## config.mk

```make
export PLATFORM = sky130hd
export DESIGN_NAME = ntt_layer_scheduler
export DESIGN_NICKNAME = d
export VERILOG_FILES = /design/src/rtl/ntt_pkg.sv /design/src/rtl/ntt_wb_delay.sv /design/src/rtl/ntt_layer_scheduler.sv
export SDC_FILE = /design/constraint.sdc
export NUM_CORES = 1
export LEC_CHECK = 0
export ABC_CLOCK_PERIOD_IN_PS = 13000
export BUFFER_PORTS_ARGS = -buffer_cell sky130_fd_sc_hd__buf_2
export CORE_MARGIN = 10
export CORE_UTILIZATION = 35
export CTS_CLUSTER_DIAMETER = 200
export DETAILED_ROUTE_END_ITERATION = 10
export PLACE_DENSITY_LB_ADDON = 0.15
export SYNTH_ARGS = -nofsm -noshare
export SYNTH_HDL_FRONTEND = slang
export SYNTH_HIERARCHICAL = 1
export SYNTH_SLANG_ARGS = --single-unit
```

## constraint.sdc

```tcl
create_clock -name clk -period 13 [get_ports clk]
set_input_delay 1.95 -clock clk [delete_from_list [all_inputs] [get_ports clk]]
set_output_delay 1.95 -clock clk [all_outputs]
set_load 0.01 [all_outputs]
```

## src/rtl/ntt_pkg.sv

```systemverilog
// Shared constants, state encoding and schedule helper for the NTT layer scheduler.
package ntt_pkg;

    localparam int unsigned N        = 256;
    localparam int unsigned LOG_N    = 8;
    localparam int unsigned LAYERS   = 7;
    localparam int unsigned MEM_LAT  = 1;
    localparam int unsigned BF_LAT   = 3;
    localparam int unsigned Q        = 3329;

    // Write-back delay: a read issued in cycle t is written back in cycle t+WB_DEPTH.
    localparam int unsigned WB_DEPTH = MEM_LAT + BF_LAT;
    localparam int unsigned LAYER_W  = $clog2(LAYERS);
    localparam int unsigned CNT_W    = LOG_N - 1;
    localparam int unsigned DRN_W    = $clog2(WB_DEPTH + 1);

    typedef enum logic [1:0] {
        IDLE  = 2'd0,
        ISSUE = 2'd1,
        DRAIN = 2'd2,
        DONE  = 2'd3
    } state_e;

    // One entry of the write-back delay line.
    typedef struct packed {
        logic             vld;
        logic [LOG_N-1:0] a;
        logic [LOG_N-1:0] b;
    } wb_beat_t;

    // Operand addresses and twiddle index of one butterfly.
    typedef struct packed {
        logic [LOG_N-1:0] a;
        logic [LOG_N-1:0] b;
        logic [LOG_N-2:0] k;
    } bf_sched_t;

    // Butterfly c of layer `layer`; len is N/2>>layer forward, 2<<layer inverse.
    function automatic bf_sched_t bf_sched(input logic [LAYER_W-1:0] layer,
                                           input logic [CNT_W-1:0]   c,
                                           input logic               inv);
        int unsigned      sh;
        logic [LOG_N-1:0] len;
        logic [LOG_N-1:0] cc;
        logic [LOG_N-1:0] g;
        logic [LOG_N-1:0] o;
        logic [LOG_N-1:0] a;
        logic [LOG_N-1:0] kf;
        bf_sched_t        s;
        sh   = inv ? 32'(layer) + 32'd1 : LOG_N - 32'd1 - 32'(layer);
        len  = LOG_N'(1) << sh;
        cc   = LOG_N'(c);
        g    = cc >> sh;
        o    = cc & (len - LOG_N'(1));
        a    = (g << (sh + 32'd1)) | o;
        kf   = inv ? (LOG_N'(1) << (LOG_N - sh)) - LOG_N'(1) - g
                   : (LOG_N'(1) << layer) + g;
        s.a  = a;
        s.b  = a + len;
        s.k  = (LOG_N-1)'(kf);
        return s;
    endfunction

endpackage

```

## src/rtl/ntt_wb_delay.sv

```systemverilog
// DEPTH-stage valid+address shift register with async active-low clear.
// Ports: clk, rst_n; in_beat (stage input); tap_vld (valid after TAP stages);
//        out_beat (beat after DEPTH stages).
module ntt_wb_delay
    import ntt_pkg::*;
#(
    parameter int unsigned DEPTH = 4,
    parameter int unsigned TAP   = 1
) (
    input  logic     clk,
    input  logic     rst_n,
    input  wb_beat_t in_beat,
    output logic     tap_vld,
    output wb_beat_t out_beat
);

    wb_beat_t pipe_q [DEPTH];
    wb_beat_t pipe_d [DEPTH];

    // Shift by one stage per cycle.
    always_comb begin
        pipe_d[0] = in_beat;
        for (int unsigned i = 1; i < DEPTH; i++) begin
            pipe_d[i] = pipe_q[i-1];
        end
    end

    always_ff @(posedge clk or negedge rst_n) begin
        if (!rst_n) begin
            for (int unsigned i = 0; i < DEPTH; i++) begin
                pipe_q[i] <= '0;
            end
        end else begin
            for (int unsigned i = 0; i < DEPTH; i++) begin
                pipe_q[i] <= pipe_d[i];
            end
        end
    end

    assign tap_vld  = pipe_q[TAP-1].vld;
    assign out_beat = pipe_q[DEPTH-1];

endmodule

```

## src/rtl/ntt_layer_scheduler.sv

```systemverilog
// Sequencer driving one butterfly unit through a 256-point Kyber NTT / iNTT.
// Ports: clk, r (async active-low reset); start/inverse_req from the controller;
//        busy/done handshake; rd_en/rd_a/rd_b RAM reads; zeta_idx twiddle index;
//        bf_valid/bf_inverse butterfly controls; wr_en/wr_a/wr_b write-back.
// Build option: define NTT_SCHED_PERF_EN to add the cycle_cnt[15:0] output.
module ntt_layer_scheduler
    import ntt_pkg::*;
(
    input  logic             clk,
    input  logic             r,
    input  logic             start,
    input  logic             inverse_req,
    output logic             busy,
    output logic             done,
    output logic             rd_en,
    output logic [LOG_N-1:0] rd_a,
    output logic [LOG_N-1:0] rd_b,
    output logic [LOG_N-2:0] zeta_idx,
    output logic             bf_valid,
    output logic             bf_inverse,
    output logic             wr_en,
    output logic [LOG_N-1:0] wr_a,
    output logic [LOG_N-1:0] wr_b
`ifdef NTT_SCHED_PERF_EN
    ,
    output logic [15:0]      cycle_cnt
`endif
);

    state_e             state_q, state_d;
    logic [LAYER_W-1:0] layer_q, layer_d;
    logic [CNT_W-1:0]   c_q, c_d;
    logic [DRN_W-1:0]   drain_q, drain_d;
    logic               inv_q, inv_d;
    logic               busy_q, busy_d;
    logic               done_q, done_d;
    logic               rd_en_q, rd_en_d;
    logic [LOG_N-1:0]   rd_a_q, rd_a_d;
    logic [LOG_N-1:0]   rd_b_q, rd_b_d;
    logic [LOG_N-2:0]   zeta_q, zeta_d;
    bf_sched_t          sched;
    wb_beat_t           rd_beat;
    wb_beat_t           wr_beat;

    // Next state; outputs are registered from the next-state view so that the
    // first read appears in the cycle right after start is sampled.
    always_comb begin
        state_d = state_q;
        layer_d = layer_q;
        c_d     = c_q;
        drain_d = drain_q;
        inv_d   = inv_q;
        case (state_q)
            IDLE: begin
                if (start) begin
                    state_d = ISSUE;
                    layer_d = '0;
                    c_d     = '0;
                    inv_d   = inverse_req;
                end
            end
            ISSUE: begin
                if (c_q == CNT_W'(N/2 - 1)) begin
                    state_d = DRAIN;
                    drain_d = '0;
                end else begin
                    c_d = c_q + CNT_W'(1);
                end
            end
            DRAIN: begin
                // Last write-back of this layer lands in the final drain cycle.
                if (drain_q == DRN_W'(WB_DEPTH - 1)) begin
                    if (layer_q == LAYER_W'(LAYERS - 1)) begin
                        state_d = DONE;
                    end else begin
                        state_d = ISSUE;
                        layer_d = layer_q + LAYER_W'(1);
                        c_d     = '0;
                    end
                end else begin
                    drain_d = drain_q + DRN_W'(1);
                end
            end
            DONE: begin
                state_d = IDLE;
                inv_d   = 1'b0;
            end
            default: begin
                state_d = IDLE;
            end
        endcase

        sched   = bf_sched(layer_d, c_d, inv_d);
        rd_en_d = (state_d == ISSUE);
        rd_a_d  = rd_en_d ? sched.a : '0;
        rd_b_d  = rd_en_d ? sched.b : '0;
        zeta_d  = rd_en_d ? sched.k : '0;
        busy_d  = (state_d != IDLE);
        done_d  = (state_d == DONE);
    end

    always_ff @(posedge clk or negedge r) begin
        if (!r) begin
            state_q <= IDLE;
            layer_q <= '0;
            c_q     <= '0;
            drain_q <= '0;
            inv_q   <= 1'b0;
            busy_q  <= 1'b0;
            done_q  <= 1'b0;
            rd_en_q <= 1'b0;
            rd_a_q  <= '0;
            rd_b_q  <= '0;
            zeta_q  <= '0;
        end else begin
            state_q <= state_d;
            layer_q <= layer_d;
            c_q     <= c_d;
            drain_q <= drain_d;
            inv_q   <= inv_d;
            busy_q  <= busy_d;
            done_q  <= done_d;
            rd_en_q <= rd_en_d;
            rd_a_q  <= rd_a_d;
            rd_b_q  <= rd_b_d;
            zeta_q  <= zeta_d;
        end
    end

    // Read beat delayed to the write-back; butterfly valid taps after the RAM latency.
    assign rd_beat = {rd_en_q, rd_a_q, rd_b_q};

    ntt_wb_delay #(
        .DEPTH (WB_DEPTH),
        .TAP   (MEM_LAT)
    ) u_wb_delay (
        .clk      (clk),
        .rst_n    (r),
        .in_beat  (rd_beat),
        .tap_vld  (bf_valid),
        .out_beat (wr_beat)
    );

`ifdef NTT_SCHED_PERF_EN
    logic [15:0] cycle_cnt_q, cycle_cnt_d;

    // Counts busy cycles of the current run, holding after done.
    always_comb begin
        cycle_cnt_d = cycle_cnt_q;
        if (state_q == IDLE && start) begin
            cycle_cnt_d = 16'd1;
        end else if (busy_d) begin
            cycle_cnt_d = cycle_cnt_q + 16'd1;
        end
    end

    always_ff @(posedge clk or negedge r) begin
        if (!r) begin
            cycle_cnt_q <= '0;
        end else begin
            cycle_cnt_q <= cycle_cnt_d;
        end
    end

    assign cycle_cnt = cycle_cnt_q;
`endif

    assign busy       = busy_q;
    assign done       = done_q;
    assign rd_en      = rd_en_q;
    assign rd_a       = rd_a_q;
    assign rd_b       = rd_b_q;
    assign zeta_idx   = zeta_q;
    assign bf_inverse = inv_q;
    assign wr_en      = wr_beat.vld;
    assign wr_a       = wr_beat.a;
    assign wr_b       = wr_beat.b;

endmodule

```

==> reports/qor.yml, run 1 <==
logic_synthesis:
  ys_types: 72
  ys_seq_elements: 110
  synth.net_count: 557
  synth.top_cell.area_share_pct: 50.56
  syn_area_mm2: 0.005444
  synthTopCellsByArea: "dfrtp_1 51%, ha_1 9.0%, nor2_1 3.3%"
  synth_ff_type: "dfrtp_1"
  async_flop_share_pct: 100.0
  synth_seq_area_share_pct: 50.56
  yosys_warnings: 6
  synth_area_leader_cell: "dfrtp_1"
  syn_inst: 511
  syn_area_per_cell_um2: 10.65
  synth-edff-count: 0
routing:
  drc: 0
  routed_wl_um: 12830
  antenna_left: 0
  drt_pass1_iterations: 4
  vias_per_cell: 5.293
  drt_iter0_markers: 261
  wire_per_inst_um: 17.11
  vias: 3970
place:
  io_buffers: 48
  place_congestion: 0.8972
  hpwl_um: 9670
cells_and_area:
  regArea_mm2: 0.002753
  layout_commonest_cell: "dfrtp_1"
  area_delta_synth_final_pct: 13.49
  final_cell_mix: "110 x dfrtp_1, 48 x nor2_1, 47 x buf_2"
  multiInputGateArea_mm2: 0.002486
  final_nets: 604
  fillCellCount: 1495
  final_util_pct: 40.64
  n_antenna_cell: 0
  drive_gt1_share_pct: 15.48
setup_path:
  reg2regPathDepth: 26
  rrSetupSlack_ns: 6.45
  arrival_ns: 7.51
  crit_path_end: "rd_b[7]"
  critical_path_class: "in -> reg"
  critPathLaunch: "start"
  cp-end-kind: "register"
  crit_fanout: 20
  crit_path_start_kind: "input port"
  required_ns: 13.20
  r2r_end: "rd_b[7]"
  r2r_start: "drain_q[0]"
global_route:
  grt_max_degree: 83
  grt_pass1_vias: 3861
  grt_pass1_wl_um: 20660
  grtUsageTotal_pct: 12.68
  grt_overflow: 0
  antenna_found_initial: 0
clock_tree:
  h-tree-depth: 3
  root_buffer: "clkbuf_16"
  cts_hold_buf: 0
  cts_setup_buffers: 0
  clock_latency_ns: 0.35
  cts_buffers: 9
  clockBufferDepth: 2
  cts_sinks: 110
  path_clk_slew_ns: 0.07
  cts_tree: "yes"
  postCtsResizedCells: 0
floorplanning:
  dieArea_mm2: 0.02094
  num_rows: 45
  die_y_um: 144.7
  design.core.area_mm2: 0.01520
  die_w_um: 144.7
  start_util_pct: 35.81
  ios: 49
timing:
  clock.fmax_mhz: 136.8
  hold_violations: 0
  timing.final.crit_share_pct: 56.25
  setup_tns_ns: 0
  setup_viol: 0
  tightest_slew_ns: 0.9683
  rsz0062_at_grt: "false"
  slew_headroom_pct: 35.45
  finClkSkew_ns: 0.008776
  maxSlewViolCount: 0
  layout_min_cycle_time_ns: 7.312
flow_run:
  cap_violations: 0
pwr:
  p_leak_uw: 0.003105
  power_density_mw_per_mm2: 242.7
  peakVddDrop_v: 0.0001464
worst_hold_path:
  hold_path_class: "reg -> reg"
  hold_path_startpoint: "u_wb_delay/pipe_d[38]"
outcome:
  status: "complete, no violations"
-- where the power goes --
group | internal (µW) | total [µW] | switching [µW]
clock network | 155 | 274 | 119
logic | 279 | 766 | 487
registers | 426 | 460 | 33.8
total | 860 | 1500 | 640
-- sequential cells by signal (all words and copies together) (netlist names) --
name / cells
layer_q: 3
u_wb_delay/pipe_d: 50
u_wb_delay/out_beat: 17
drain_q: 3
rd_en: 1
u_wb_delay/tap_vld: 1
state_q: 2
c_q: 7
done: 1
zeta_idx: 7
rd_b: 8
bf_inverse: 1
rd_a: 8
busy: 1
-- per-stage QoR --
stage	worst slack (ns)	hold slack, ns	instance area [µm²]	power (µW)	cells
floorplan	6.245	0.3312	5444	1017	511
global placement	5.557	0.3312	5881	1237	735
detailed placement	5.428	0.3347	5881	1233	735
CTS	5.762	0.3481	6178	1520	750
global route	5.119	0.3520	6178	1625	750
finish	5.688	0.3451	6178	1500	750
-- Yosys cell counts (all sizes together), types with 8 or more instances --
cell type and count:
a21o 14, a21oi 21, and2 12, clkbuf 9
dfrtp 110, ha 39, inv 39, mux2i 8
nand2 36, nand3 11, nor2 48, nor3 19
o21ai 20, xnor2 14
-- worst min-delay path by stage --
stage               slack, ns                      to  depth (start not counted)
finish                   0.35   u_wb_delay/pipe_d[21]                          0
global route             0.35   u_wb_delay/pipe_d[21]                          0
CTS                      0.35    u_wb_delay/pipe_d[5]                          0
detailed placement       0.33  u_wb_delay/out_beat[5]                          0
global placement         0.33   u_wb_delay/pipe_d[17]                          0
floorplan                0.33  u_wb_delay/out_beat[0]                          0
-- metal layers --
metal / GRT usage (%) / routed length (µm) / up-vias
met4: 5.106 / 244 / 0
met2: 20.34 / 6028 / 105
met3: 2.966 / 737 / 16
met1: 16.15 / 5821 / 1943
li1: - / - / 1906
met5: 0 / 0 / -
-- final cells by class --
type	instances	area share [%]
clock buffers	11	3.929
flip-flops and latches	110	44.55
well taps	188	3.807
multi-input cells	348	40.24
repair buffers	50	4.172
clock inverters	4	0.8910
inverters	39	2.410
-- cell families (layout without fill, tap and decap cells) --
logic type                 after synthesis  count (layout)  synth area share [%]
and+or+nand+nor                        162             162                 14.50
buffers and inverters                   53             104                 3.769
AOI/OAI and AO/OA                      114             114                 15.81
muxes                                   11              11                 2.229
adders and majority gates               42              42                 10.07
DFF                                    110             110                 50.56
xor gates and xnor gates                19              19                 3.057
-- worst max-delay path, stage by stage --
cell and delay (ns):
buf_2 0.12, mux2i_1 0.32, a22o_1 0.74, ha_1 0.38, ha_1 0.20, inv_1 0.05
o31a_1 0.11, a31oi_2 0.67, inv_2 0.26, nor2_1 0.29, inv_1 0.12, ha_1 0.29
inv_1 0.04, a2bb2oi_1 0.31, inv_1 0.08, ha_1 0.28, a21o_1 0.17, a21oi_1 0.18
nor2b_1 0.09, o21a_1 0.18, o41ai_1 0.30, xnor2_1 0.18, xnor2_1 0.13, nor2_1 0.05
(Power assumes the default switching activity.)
==> run 2, diff against run 1 <==
--- a/config.mk
+++ b/config.mk
@@ -5,7 +5,7 @@
 export SDC_FILE = /design/constraint.sdc
 export NUM_CORES = 1
 export LEC_CHECK = 0
-export ABC_CLOCK_PERIOD_IN_PS = 13000
+export ABC_CLOCK_PERIOD_IN_PS = 7500
 export BUFFER_PORTS_ARGS = -buffer_cell sky130_fd_sc_hd__buf_2
 export CORE_MARGIN = 10
 export CORE_UTILIZATION = 35
==> constraint.sdc (replaced) <==
create_clock -name clk -period 7.5 [get_ports clk]
set_input_delay 1.125 -clock clk [delete_from_list [all_inputs] [get_ports clk]]
set_output_delay 1.125 -clock clk [all_outputs]
set_load 0.01 [all_outputs]
==> reports/qor.yml, run 2 (synthesis results as in run 1) <==
outcome:
  status: "complete, no violations"
floorplanning:
  dieArea_mm2: 0.02094
  start_util_pct: 35.81
  num_rows: 45
  die_y_um: 144.7
  design.core.area_mm2: 0.01520
  ios: 49
  die_w_um: 144.7
clock_tree:
  clock_latency_ns: 0.35
  postCtsResizedCells: 0
  h-tree-depth: 3
  cts_sinks: 110
  clockBufferDepth: 2
  cts_setup_buffers: 0
  root_buffer: "clkbuf_16"
  cts_hold_buf: 0
  cts_buffers: 9
  cts_tree: "yes"
  path_clk_slew_ns: 0.08
setup_path:
  r2r_start: "state_q[0]"
  arrival_ns: 6.29
  required_ns: 7.71
  reg2regPathDepth: 27
  critPathLaunch: "state_q[0]"
  crit_path_start_kind: "register"
  critical_path_class: "reg -> reg"
  cp-end-kind: "register"
  crit_fanout: 13
timing:
  clock.fmax_mhz: 164.4
  timing.hold.ws_ns: 0.3467
  hold_violations: 0
  slew_headroom_pct: 35.14
  layout_min_cycle_time_ns: 6.083
  rsz0062_at_grt: "false"
  tightest_slew_ns: 0.9729
  setup_viol: 0
  maxSlewViolCount: 0
  finClkSkew_ns: 0.009943
  setup_ws_ns: 1.417
  setup_tns_ns: 0
  timing.final.crit_share_pct: 81.10
worst_hold_path:
  worst_hold_path.num_cells: 0
  hold_path_startpoint: "u_wb_delay/pipe_d[38]"
  hold_path_class: "reg -> reg"
flow_run:
  cap_violations: 0
cells_and_area:
  n_antenna_cell: 0
  final_nets: 606
  fin_cells: 752
  final_cell_mix: "110 x dfrtp_1, 48 x nor2_1, 47 x buf_2"
  final_util_pct: 40.58
  layout_commonest_cell: "dfrtp_1"
  largest_reg_flops: 50
  drive_gt1_share_pct: 15.78
  area_delta_synth_final_pct: 13.33
  fillCellCount: 1503
routing:
  antenna_left: 0
  vias: 3918
  wire_per_inst_um: 16.73
  drt_pass1_iterations: 4
  vias_per_cell: 5.210
  drt_iter0_markers: 220
  routed_wl_um: 12580
  drc: 0
pwr:
  p_leak_uw: 0.003097
  peakVddDrop_v: 0.0002420
  power_density_mw_per_mm2: 416.2
global_route:
  grt_max_degree: 82
  grt_overflow: 0
  grt_pass1_vias: 3924
  grtUsageTotal_pct: 12.68
  antenna_found_initial: 0
  grt_pass1_wl_um: 20780
place:
  io_buffers: 48
  pre_cts_ws_ns: 1.270
  dp.cells: 737
  place_congestion: 0.9033
  hpwl_um: 9464
==> run 2: path summary, 6_finish.rpt <==
path                            slack [ns]                     end
max in group asynchronous             5.50   u_wb_delay/pipe_d[23]
min in group asynchronous             0.70  u_wb_delay/out_beat[0]
worst min-delay path                  0.35   u_wb_delay/pipe_d[21]
worst max register to register        1.42             zeta_idx[6]
worst min register to register        0.35   u_wb_delay/pipe_d[21]
worst max-delay path                  1.42             zeta_idx[6]
==> run 2: report_power, final <==
| group | internal [µW] | switching, µW | total (µW) |
|---|---|---|---|
| combinational | 488 | 838 | 1330 |
| clock | 228 | 216 | 445 |
| sequential | 738 | 58.9 | 797 |
| total | 1450 | 1110 | 2570 |
==> run 2: worst max-delay path, stage by stage, from the launching register on <==
cell and delay, ns:
dfrtp_1 0.40, inv_1 0.12, ha_1 0.46, mux2i_1 0.23, a32oi_1 0.40, inv_2 0.15
ha_1 0.29, ha_1 0.34, inv_1 0.05, o31a_1 0.11, a31oi_2 0.35, buf_4 0.26
nand3_1 0.09, ha_1 0.21, or3_1 0.43, nor3_1 0.18, ha_1 0.20, inv_1 0.05
fa_1 0.39, inv_1 0.07, a21o_1 0.11, a21oi_1 0.08, o21bai_1 0.14, a21oi_1 0.09
or3_1 0.34, a31oi_1 0.20, xnor2_1 0.14, nor2_1 0.05
==> run 2: stage by stage <==
step	total power, µW	instance area (µm²)
floorplan	1763	5444
global placement	2156	5896
detailed placement	2145	5896
CTS	2606	6170
global route	2796	6170
finish	2568	6170
==> run 2: per-layer routing <==
layer  vias to the layer above  wire length, µm  track usage [%]
li1                       1892                -                -
met1                      1898             5840            16.67
met2                       114             5834            20.08
met3                        14              712            3.064
met4                         0              194            4.149
met5                         -                0                0
==> run 2: cell type report <==
class                      instances  area, µm²  share of cell area, %
clock inverter                     5      45.04                 0.7301
tap                              188      235.2                  3.813
multi-input combinational        348       2486                  40.30
inverter                          39      148.9                  2.413
sequential                       110       2753                  44.62
clock buffer                      10      229.0                  3.711
timing repair buffer              52      272.8                  4.421
